--- src/rtl/load_store_unit.sv ---
// Load/store unit: takes one load or store from the execute stage, checks
// alignment and address range, issues a doubleword-wide memory request with
// byte enables, and returns a single-cycle response with extended load data.
module load_store_unit #(
    parameter int ADDR_W  = 8,
    parameter int TIMEOUT = 16
) (
    input  logic              clk,
    input  logic              rst_n,
    input  logic              req_valid,
    output logic              req_ready,
    input  logic              req_we,
    input  logic [1:0]        req_size,
    input  logic              req_unsigned,
    input  logic [63:0]       req_addr,
    input  logic [63:0]       req_wdata,
    output logic              resp_valid,
    output logic [63:0]       resp_rdata,
    output logic              resp_misaligned,
    output logic              resp_err,
    output logic              stall,
    output logic              mem_req,
    output logic              mem_we,
    output logic [ADDR_W-1:0] mem_addr,
    output logic [63:0]       mem_wdata,
    output logic [7:0]        mem_be,
    input  logic              mem_ack,
    input  logic [63:0]       mem_rdata
);

    typedef enum logic [1:0] {
        IDLE = 2'd0,
        REQ  = 2'd1,
        RESP = 2'd2
    } state_t;

    // Wait counter only needs to reach TIMEOUT-1; the timeout fires on the
    // last ack-less REQ cycle so mem_req is high for exactly TIMEOUT cycles.
    localparam int               CNT_W      = (TIMEOUT > 1) ? $clog2(TIMEOUT + 1) : 1;
    localparam logic [CNT_W-1:0] CNT_LAST   = (TIMEOUT > 0) ? CNT_W'(TIMEOUT - 1) : {CNT_W{1'b0}};
    localparam logic             TIMEOUT_EN = (TIMEOUT != 0);

    // Byte-enable pattern for a store of the given size at the given lane offset.
    function automatic logic [7:0] lane_be(input logic [1:0] size, input logic [2:0] offset);
        logic [7:0] base;
        case (size)
            2'b00:   base = 8'h01;
            2'b01:   base = 8'h03;
            2'b10:   base = 8'h0F;
            default: base = 8'hFF;
        endcase
        return base << offset;
    endfunction

    // Pull the addressed bytes out of a doubleword and sign/zero-extend them.
    function automatic logic [63:0] extend_load(input logic [63:0] dword, input logic [2:0] offset,
                                                input logic [1:0] size, input logic is_unsigned);
        logic [63:0] shifted;
        logic [63:0] result;
        shifted = dword >> {offset, 3'b000};
        case (size)
            2'b00:   result = is_unsigned ? {56'd0, shifted[7:0]}  : {{56{shifted[7]}},  shifted[7:0]};
            2'b01:   result = is_unsigned ? {48'd0, shifted[15:0]} : {{48{shifted[15]}}, shifted[15:0]};
            2'b10:   result = is_unsigned ? {32'd0, shifted[31:0]} : {{32{shifted[31]}}, shifted[31:0]};
            default: result = shifted;
        endcase
        return result;
    endfunction

    state_t             state_r;
    logic               we_r;
    logic [1:0]         size_r;
    logic               unsigned_r;
    logic [2:0]         offset_r;
    logic [CNT_W-1:0]   wait_cnt_r;

    logic               req_ready_r;
    logic               resp_valid_r;
    logic [63:0]        resp_rdata_r;
    logic               resp_misaligned_r;
    logic               resp_err_r;
    logic               stall_r;
    logic               mem_req_r;
    logic               mem_we_r;
    logic [ADDR_W-1:0]  mem_addr_r;
    logic [63:0]        mem_wdata_r;
    logic [7:0]         mem_be_r;

    logic               misaligned_s;
    logic               out_of_range_s;
    logic [7:0]         st_be_s;
    logic [63:0]        st_wdata_s;
    logic [63:0]        load_data_s;

    assign req_ready       = req_ready_r;
    assign resp_valid      = resp_valid_r;
    assign resp_rdata      = resp_rdata_r;
    assign resp_misaligned = resp_misaligned_r;
    assign resp_err        = resp_err_r;
    assign stall           = stall_r;
    assign mem_req         = mem_req_r;
    assign mem_we          = mem_we_r;
    assign mem_addr        = mem_addr_r;
    assign mem_wdata       = mem_wdata_r;
    assign mem_be          = mem_be_r;

    assign load_data_s = extend_load(mem_rdata, offset_r, size_r, unsigned_r);

    // Request decode: alignment, range and store lane placement.
    always_comb begin
        misaligned_s = 1'b0;
        case (req_size)
            2'b01:   misaligned_s = req_addr[0];
            2'b10:   misaligned_s = (req_addr[1:0] != 2'b00);
            2'b11:   misaligned_s = (req_addr[2:0] != 3'b000);
            default: misaligned_s = 1'b0;
        endcase
        out_of_range_s = |req_addr[63:ADDR_W+3];
        if (req_we) begin
            st_be_s    = lane_be(req_size, req_addr[2:0]);
            st_wdata_s = req_wdata << {req_addr[2:0], 3'b000};
        end else begin
            st_be_s    = 8'hFF;
            st_wdata_s = 64'd0;
        end
    end

    // Transaction FSM with all outputs registered.
    always_ff @(posedge clk or negedge rst_n) begin
        if (!rst_n) begin
            state_r           <= IDLE;
            we_r              <= 1'b0;
            size_r            <= 2'b00;
            unsigned_r        <= 1'b0;
            offset_r          <= 3'd0;
            wait_cnt_r        <= {CNT_W{1'b0}};
            req_ready_r       <= 1'b1;
            resp_valid_r      <= 1'b0;
            resp_rdata_r      <= 64'd0;
            resp_misaligned_r <= 1'b0;
            resp_err_r        <= 1'b0;
            stall_r           <= 1'b0;
            mem_req_r         <= 1'b0;
            mem_we_r          <= 1'b0;
            mem_addr_r        <= {ADDR_W{1'b0}};
            mem_wdata_r       <= 64'd0;
            mem_be_r          <= 8'h00;
        end else begin
            case (state_r)
                IDLE: begin
                    if (req_valid) begin
                        we_r        <= req_we;
                        size_r      <= req_size;
                        unsigned_r  <= req_unsigned;
                        offset_r    <= req_addr[2:0];
                        wait_cnt_r  <= {CNT_W{1'b0}};
                        req_ready_r <= 1'b0;
                        stall_r     <= 1'b1;
                        if (misaligned_s || out_of_range_s) begin
                            // Rejected requests never touch memory.
                            state_r           <= RESP;
                            resp_valid_r      <= 1'b1;
                            resp_rdata_r      <= 64'd0;
                            resp_misaligned_r <= misaligned_s;
                            resp_err_r        <= out_of_range_s;
                        end else begin
                            state_r     <= REQ;
                            mem_req_r   <= 1'b1;
                            mem_we_r    <= req_we;
                            mem_addr_r  <= req_addr[ADDR_W+2:3];
                            mem_wdata_r <= st_wdata_s;
                            mem_be_r    <= st_be_s;
                        end
                    end
                end
                REQ: begin
                    if (mem_ack || (TIMEOUT_EN && (wait_cnt_r == CNT_LAST))) begin
                        // An ack on the timeout cycle takes priority.
                        state_r           <= RESP;
                        resp_valid_r      <= 1'b1;
                        resp_rdata_r      <= (mem_ack && !we_r) ? load_data_s : 64'd0;
                        resp_misaligned_r <= 1'b0;
                        resp_err_r        <= !mem_ack;
                        mem_req_r         <= 1'b0;
                        mem_we_r          <= 1'b0;
                        mem_addr_r        <= {ADDR_W{1'b0}};
                        mem_wdata_r       <= 64'd0;
                        mem_be_r          <= 8'h00;
                    end else begin
                        wait_cnt_r <= wait_cnt_r + CNT_W'(1);
                    end
                end
                RESP: begin
                    state_r           <= IDLE;
                    resp_valid_r      <= 1'b0;
                    resp_rdata_r      <= 64'd0;
                    resp_misaligned_r <= 1'b0;
                    resp_err_r        <= 1'b0;
                    stall_r           <= 1'b0;
                    req_ready_r       <= 1'b1;
                end
                default: begin
                    state_r           <= IDLE;
                    resp_valid_r      <= 1'b0;
                    resp_rdata_r      <= 64'd0;
                    resp_misaligned_r <= 1'b0;
                    resp_err_r        <= 1'b0;
                    stall_r           <= 1'b0;
                    req_ready_r       <= 1'b1;
                    mem_req_r         <= 1'b0;
                end
            endcase
        end
    end

endmodule

--- config.mk ---
export PLATFORM = sky130hd
export DESIGN_NAME = load_store_unit
export DESIGN_NICKNAME = d
export VERILOG_FILES = /design/src/rtl/load_store_unit.sv
export SDC_FILE = /design/constraint.sdc
export NUM_CORES = 1
export LEC_CHECK = 0
export ABC_CLOCK_PERIOD_IN_PS = 4910
export CAP_MARGIN = 20
export CORE_MARGIN = 4
export CORE_UTILIZATION = 25
export CTS_BUF_LIST = sky130_fd_sc_hd__clkbuf_2 sky130_fd_sc_hd__clkbuf_4 sky130_fd_sc_hd__clkbuf_8
export DETAILED_ROUTE_END_ITERATION = 6
export PLACE_DENSITY_LB_ADDON = 0.15
export SLEW_MARGIN = 0
export SYNTH_ARGS = -nofsm -noshare
export SYNTH_HDL_FRONTEND = slang
export SYNTH_SLANG_ARGS = --single-unit
--- constraint.sdc ---
create_clock -name clk -period 4.91 [get_ports clk]
set_input_delay 1.473 -clock clk [delete_from_list [all_inputs] [get_ports clk]]
set_output_delay 1.473 -clock clk [all_outputs]
set_load 0.05 [all_outputs]
==> results of run 1 <==
-- where the power goes --
| group | leakage, nW | total (W) | switching (W) | internal [W] |
|---|---|---|---|---|
| logic | 3.30 | 0.00206 | 0.00129 | 0.000766 |
| registers | 2.28 | 0.00151 | 0.000101 | 0.00141 |
| clock network | 0.203 | 0.00110 | 0.000563 | 0.000536 |
-- layout by cell type (no fill, tap or decap), types with 5 or more instances in the layout --
| master | synthesis | routed |
|---|---|---|
| nand4_1 | 7 | 7 |
| buf_4 | 0 | 20 |
| o22ai_1 | 19 | 19 |
| dfrtp_1 | 164 | 163 |
| a21o_1 | 6 | 6 |
| clkbuf_8 | 0 | 18 |
| clkdlybuf4s50_1 | 0 | 346 |
| nand3_1 | 9 | 9 |
| a22o_1 | 85 | 85 |
| o21ai_0 | 114 | 114 |
| nor2b_1 | 11 | 11 |
| inv_1 | 6 | 6 |
| o21a_1 | 5 | 5 |
| o2bb2ai_1 | 32 | 32 |
| mux4_2 | 13 | 13 |
| nor2_1 | 37 | 37 |
| nand2_1 | 126 | 125 |
| o211ai_1 | 8 | 8 |
| mux2_2 | 25 | 25 |
| a211oi_1 | 17 | 17 |
| nor4_1 | 12 | 12 |
| a21oi_1 | 55 | 55 |
| mux2i_1 | 94 | 94 |
-- final cells by class --
| cell class | instances | share of cell area (%) |
|---|---|---|
| multi-input combinational | 718 | 36.0 |
| sequential | 165 | 29.8 |
| timing repair buffer | 371 | 26.4 |
| tap | 511 | 4.61 |
| clock buffer | 21 | 1.95 |
| clock inverter | 11 | 1.09 |
| inverter | 6 | 0.162 |
-- worst reg2reg max path, delay by kind of cell (launching register included) --
family                 cells  cell delay, ps
AOI/OAI and AO/OA          3            1530
buffers and inverters      2             520
and+or+nand+nor            2             780
DFF                        1             330
-- flip-flops by register name, indices dropped and copies added (netlist names) --
register,count
mem_we,1
resp_err,1
resp_valid,1
we_r,1
mem_req,1
stall,1
resp_misaligned,1
offset_r,3
req_ready,1
mem_wdata,64
size_r,2
state_r,2
mem_addr,8
wait_cnt_r,5
mem_be,8
unsigned_r,1
resp_rdata,64
-- logic make-up (layout without fill, tap and decap cells) --
logic type | Yosys count | count (layout) | synth area share [%]
AO/OA/AOI/OAI | 354 | 354 | 25.0
XOR/XNOR | 2 | 2 | 0.185
adder cells (fa/ha/maj) | 2 | 2 | 0.264
buffers and inverters | 91 | 409 | 3.98
flip-flops | 165 | 165 | 43.5
multiplexers | 135 | 135 | 16.4
AND/OR/NAND/NOR | 225 | 225 | 10.7
-- synthesized netlist by cell type (12+ instances only) --
master,instances,area [um2]
nor2_1,37,139
clkbuf_1,59,221
dfrtp_1,164,4100
a22o_1,85,744
mux2_2,25,282
o2bb2ai_1,32,280
o21ai_0,114,571
nand2_1,126,473
mux4_2,13,293
buf_1,12,45.0
a21oi_1,55,275
nor4_1,12,75.1
o22ai_1,19,119
mux2i_1,94,941
a211oi_1,17,128
-- per-stage QoR --
step / total power (W) / hold WS, ps
2_1_floorplan: 0.00284 / 466
4_1_cts: 0.00471 / 493
3_5_place_dp: 0.00359 / 469
6_report: 0.00467 / 488
3_3_place_gp: 0.00357 / 463
5_1_grt: 0.00495 / 513
-- path summary, 6_finish.rpt --
check                           slack [ps]                    endpoint                  startpoint  depth (start not counted)
worst max-delay path                  1070  resp_rdata[33]$_DFFE_PN0P_               mem_rdata[63]                          7
max in group asynchronous             2990  resp_rdata[33]$_DFFE_PN0P_                       rst_n                          2
worst min-delay path                   490  resp_rdata[23]$_DFFE_PN0P_  resp_rdata[23]$_DFFE_PN0P_                          2
worst max register to register        1680  resp_rdata[33]$_DFFE_PN0P_     offset_r[2]$_DFFE_PN0P_                          7
worst min register to register         490  resp_rdata[23]$_DFFE_PN0P_  resp_rdata[23]$_DFFE_PN0P_                          2
min in group asynchronous             1020  resp_rdata[60]$_DFFE_PN0P_                       rst_n                          1
-- layer usage --
layer  up-vias  wire (um)  global-route usage [%]
li1       4240          -                       -
met1      4425      17800                    25.4
met2       340      18200                    29.6
met3        47       3250                    5.97
met4         0        913                    5.89
met5         -          0                       0
==> reports/metrics.yaml, run 1 <==
slew_violations: 0
ys.flop_type: "dfrtp_1"
end_kind: "flip-flop"
cp.required_ps: 5270
avgSynthCellArea_um2: 9.74
dieArea_mm2: 0.0411
grt-ovfl-total: 0
ys_ff_latch: 165
drtIter0Drc: 646
pre_cts_slack_ps: 587
die_height_um: 203
gp_congestion: 0.871
p_leak_nw: 5.78
hold_viol: 0
cts-root-buf: "clkbuf_8"
synthArstFlopShare_pct: 100
grt_max_degree: 82
dpl.hpwl_mm: 29.9
initial_core_util_pct: 25.2
clock.fmax_mhz: 260
worstPathArrival_ps: 4200
crit_family: "compound AO/OA/AOI/OAI gates"
diodes: 0
cp_slowest_stage_delay_ps: 680
drive_above_1_share_pct: 8.59
status: "finished clean"
via_per_inst: 5.02
worst_slew_pin_slew_ps: 1060
fp-row-count: 71
tns_ps: 0
register_area_mm2: 0.00413
post_cts_resized: 0
setup_viol: 0
fill_cells: 3800
drv_cap: 0
worst-path-buf-inv: 1
fin_nets: 1481
die_x_um: 203
grt_pass1_vias: 9362
worstSetupStartpointType: "input pin"
syn-num-nets: 1176
synthCells: 974
num_vias: 9052
cts_max_level: 4
utilization_pct: 36.9
area_growth_pct: 46.2
ys_seq_area_share_pct: 43.5
fin_worst_skew_ps: 22.0
wl_per_cell_um: 22.3
synth_edf_count: 0
cts_max_path_buffers: 2
portBuffers: 350
relSlewSlack_pct: 29.4
crit_type: "in2reg"
placed_area_mm2: 0.0134
fin_crit_ps: 3840
grt_antenna_before_repair: 0
finalInstanceArea_mm2: 0.0139
final_cells: 1803
drcViolationCount: 0
rsz0062_at_grt: "no"
numCtsBuffers: 17
post-route-period-util_pct: 78.2
path_max_fanout: 23
multi_input_area_mm2: 0.00499
clkLatencyLatePin_ps: 490
path_clk_slew_ps: 90
cts_tree: "yes"
ant_nets: 0
hp-class: "reg2reg"
post_cts_buffers: 0
grt_pass1_wl_mm: 60.4
drt_wl_total_mm: 40.2
drt_pass1_iterations: 5
synth.distinct_cells: 50
clock_sinks: 165
ios: 351
fin_ws_ps: 1070
track_usage_pct: 19.0
core_mm2: 0.0376
ir_worst_vdd_mv: 0.164
crit_slowest_cell: "o31a_1"
cts_hold_buf: 0
synth-warning-count: 0
crit_chain: "clkdlybuf4s50_1 -> mux4_2 -> nand2b_1 -> o2111ai_2 -> nand2_4 -> o31a_1 -> a22o_1"
dp_cells: 1771
power-per-cell-area_mw_per_mm2: 337
synthesis.area_mm2: 0.00949
No activity file was read; power rests on OpenSTA's default activity.
==> inputs of run 2 (changes only) <==
- ABC_CLOCK_PERIOD_IN_PS: 4910 -> 3900
- clock period: 4.91 -> 3.9 ns (I/O delays scaled with it)
==> reports/metrics.yaml, run 2 (synthesized netlist as in run 1, its figures left out) <==
status: "finished clean"
cts_max_level: 4
drt_wl_total_mm: 40.0
layout_common_cells: "clkdlybuf4s50_1 (346), dfrtp_1 (163), nand2_1 (125)"
numCtsBuffers: 17
final_common_cell: "clkdlybuf4s50_1"
portBuffers: 350
worst_slew_pin_slew_ps: 799
crit_type: "in2reg"
grt_pass1_wl_mm: 60.1
worstPathArrival_ps: 3610
clkLatencyLatePin_ps: 490
post-route-period-util_pct: 83.1
worstSetupStartpointType: "input pin"
worstRegToRegCells: 7
drcViolationCount: 0
drtIter0Drc: 551
rsz0062_at_grt: "no"
initial_core_util_pct: 25.2
post_cts_resized: 0
finalPower_w: 0.00589
dieArea_mm2: 0.0411
slew_violations: 0
clock.fmax_mhz: 309
ir_worst_vdd_mv: 0.209
die_height_um: 203
wl_per_cell_um: 22.0
hold_depth: 2
fin_worst_skew_ps: 14.4
end_kind: "flip-flop"
gp_congestion: 0.866
fp-row-count: 71
drt_pass1_iterations: 5
area_growth_pct: 47.9
dpl.hpwl_mm: 30.2
grt-ovfl-total: 0
dp_cells: 1785
utilization_pct: 37.3
p_leak_nw: 5.88
cts-root-buf: "clkbuf_8"
num_vias: 8967
power-per-cell-area_mw_per_mm2: 420
ios: 351
relSlewSlack_pct: 46.7
setup_viol: 0
via_per_inst: 4.94
grt_max_degree: 85
cp.required_ps: 4270
post_cts_buffers: 0
grt_pass1_vias: 9388
drv_cap: 0
hold_viol: 0
hp-class: "reg2reg"
cts_hold_buf: 0
track_usage_pct: 19.0
ant_nets: 0
grt_antenna_before_repair: 2
core_mm2: 0.0376
clock_sinks: 165
fin_nets: 1495
cts_max_path_buffers: 2
die_x_um: 203
path_max_fanout: 81
cts_tree: "yes"
tns_ps: 0
path_clk_slew_ps: 90
final_cells: 1817
drive_above_1_share_pct: 9.57
fin_crit_ps: 3240
diodes: 0
==> run 2: power by group <==
part           leakage, nW  internal (W)  switching (W)
Sequential            2.28       0.00178       0.000161
Combinational         3.39       0.00101        0.00158
Clock                0.204      0.000639       0.000725
==> run 2: final cells by class <==
type / count / area [um2]
inverter: 6 / 22.5
clock inverter: 15 / 179
fill: 3813 / 23500
sequential: 165 / 4130
tap: 511 / 639
timing repair buffer: 385 / 3840
clock buffer: 17 / 234
multi-input combinational: 718 / 4990
==> run 2: routing by layer <==
metal,vias to the layer above,global-route usage [%],routed length [um]
li1,4278,-,-
met1,4360,25.2,17600
met2,298,30.3,18600
met3,29,6.29,3240
met4,2,4.12,547
met5,-,0,13
==> run 2: final timing paths <==
| kind | start | end | slack, ps |
|---|---|---|---|
| setup / recovery | req_addr[44] | mem_wdata[29]$_DFFE_PN0P_ | 660 |
| hold / removal | resp_rdata[31]$_DFFE_PN0P_ | resp_rdata[31]$_DFFE_PN0P_ | 480 |
| setup reg to reg | offset_r[0]$_DFFE_PN0P_ | resp_rdata[53]$_DFFE_PN0P_ | 1110 |
| hold reg to reg | resp_rdata[31]$_DFFE_PN0P_ | resp_rdata[31]$_DFFE_PN0P_ | 480 |
| max in group asynchronous | rst_n | req_ready$_DFFE_PN1P_ | 2380 |
| min in group asynchronous | rst_n | resp_rdata[60]$_DFFE_PN0P_ | 660 |
==> run 2: stage by stage <==
| stage | hold slack (ps) | cell area [um2] | setup slack [ps] |
|---|---|---|---|
| 2_1_floorplan | 466 | 9490 | 935 |
| 3_3_place_gp | 457 | 13600 | 237 |
| 3_5_place_dp | 458 | 13600 | 198 |
| 4_1_cts | 483 | 14000 | 726 |
| 5_1_grt | 513 | 14000 | 519 |
| 6_report | 477 | 14000 | 659 |
==> run 2: critical path, cell delays in order <==
cell and delay (ps):
clkdlybuf4s50_1 420, nor4_1 370, nand4_1 230, nor4_4 570
a21o_1 210, nand2_2 70, buf_12 210, a22o_1 290
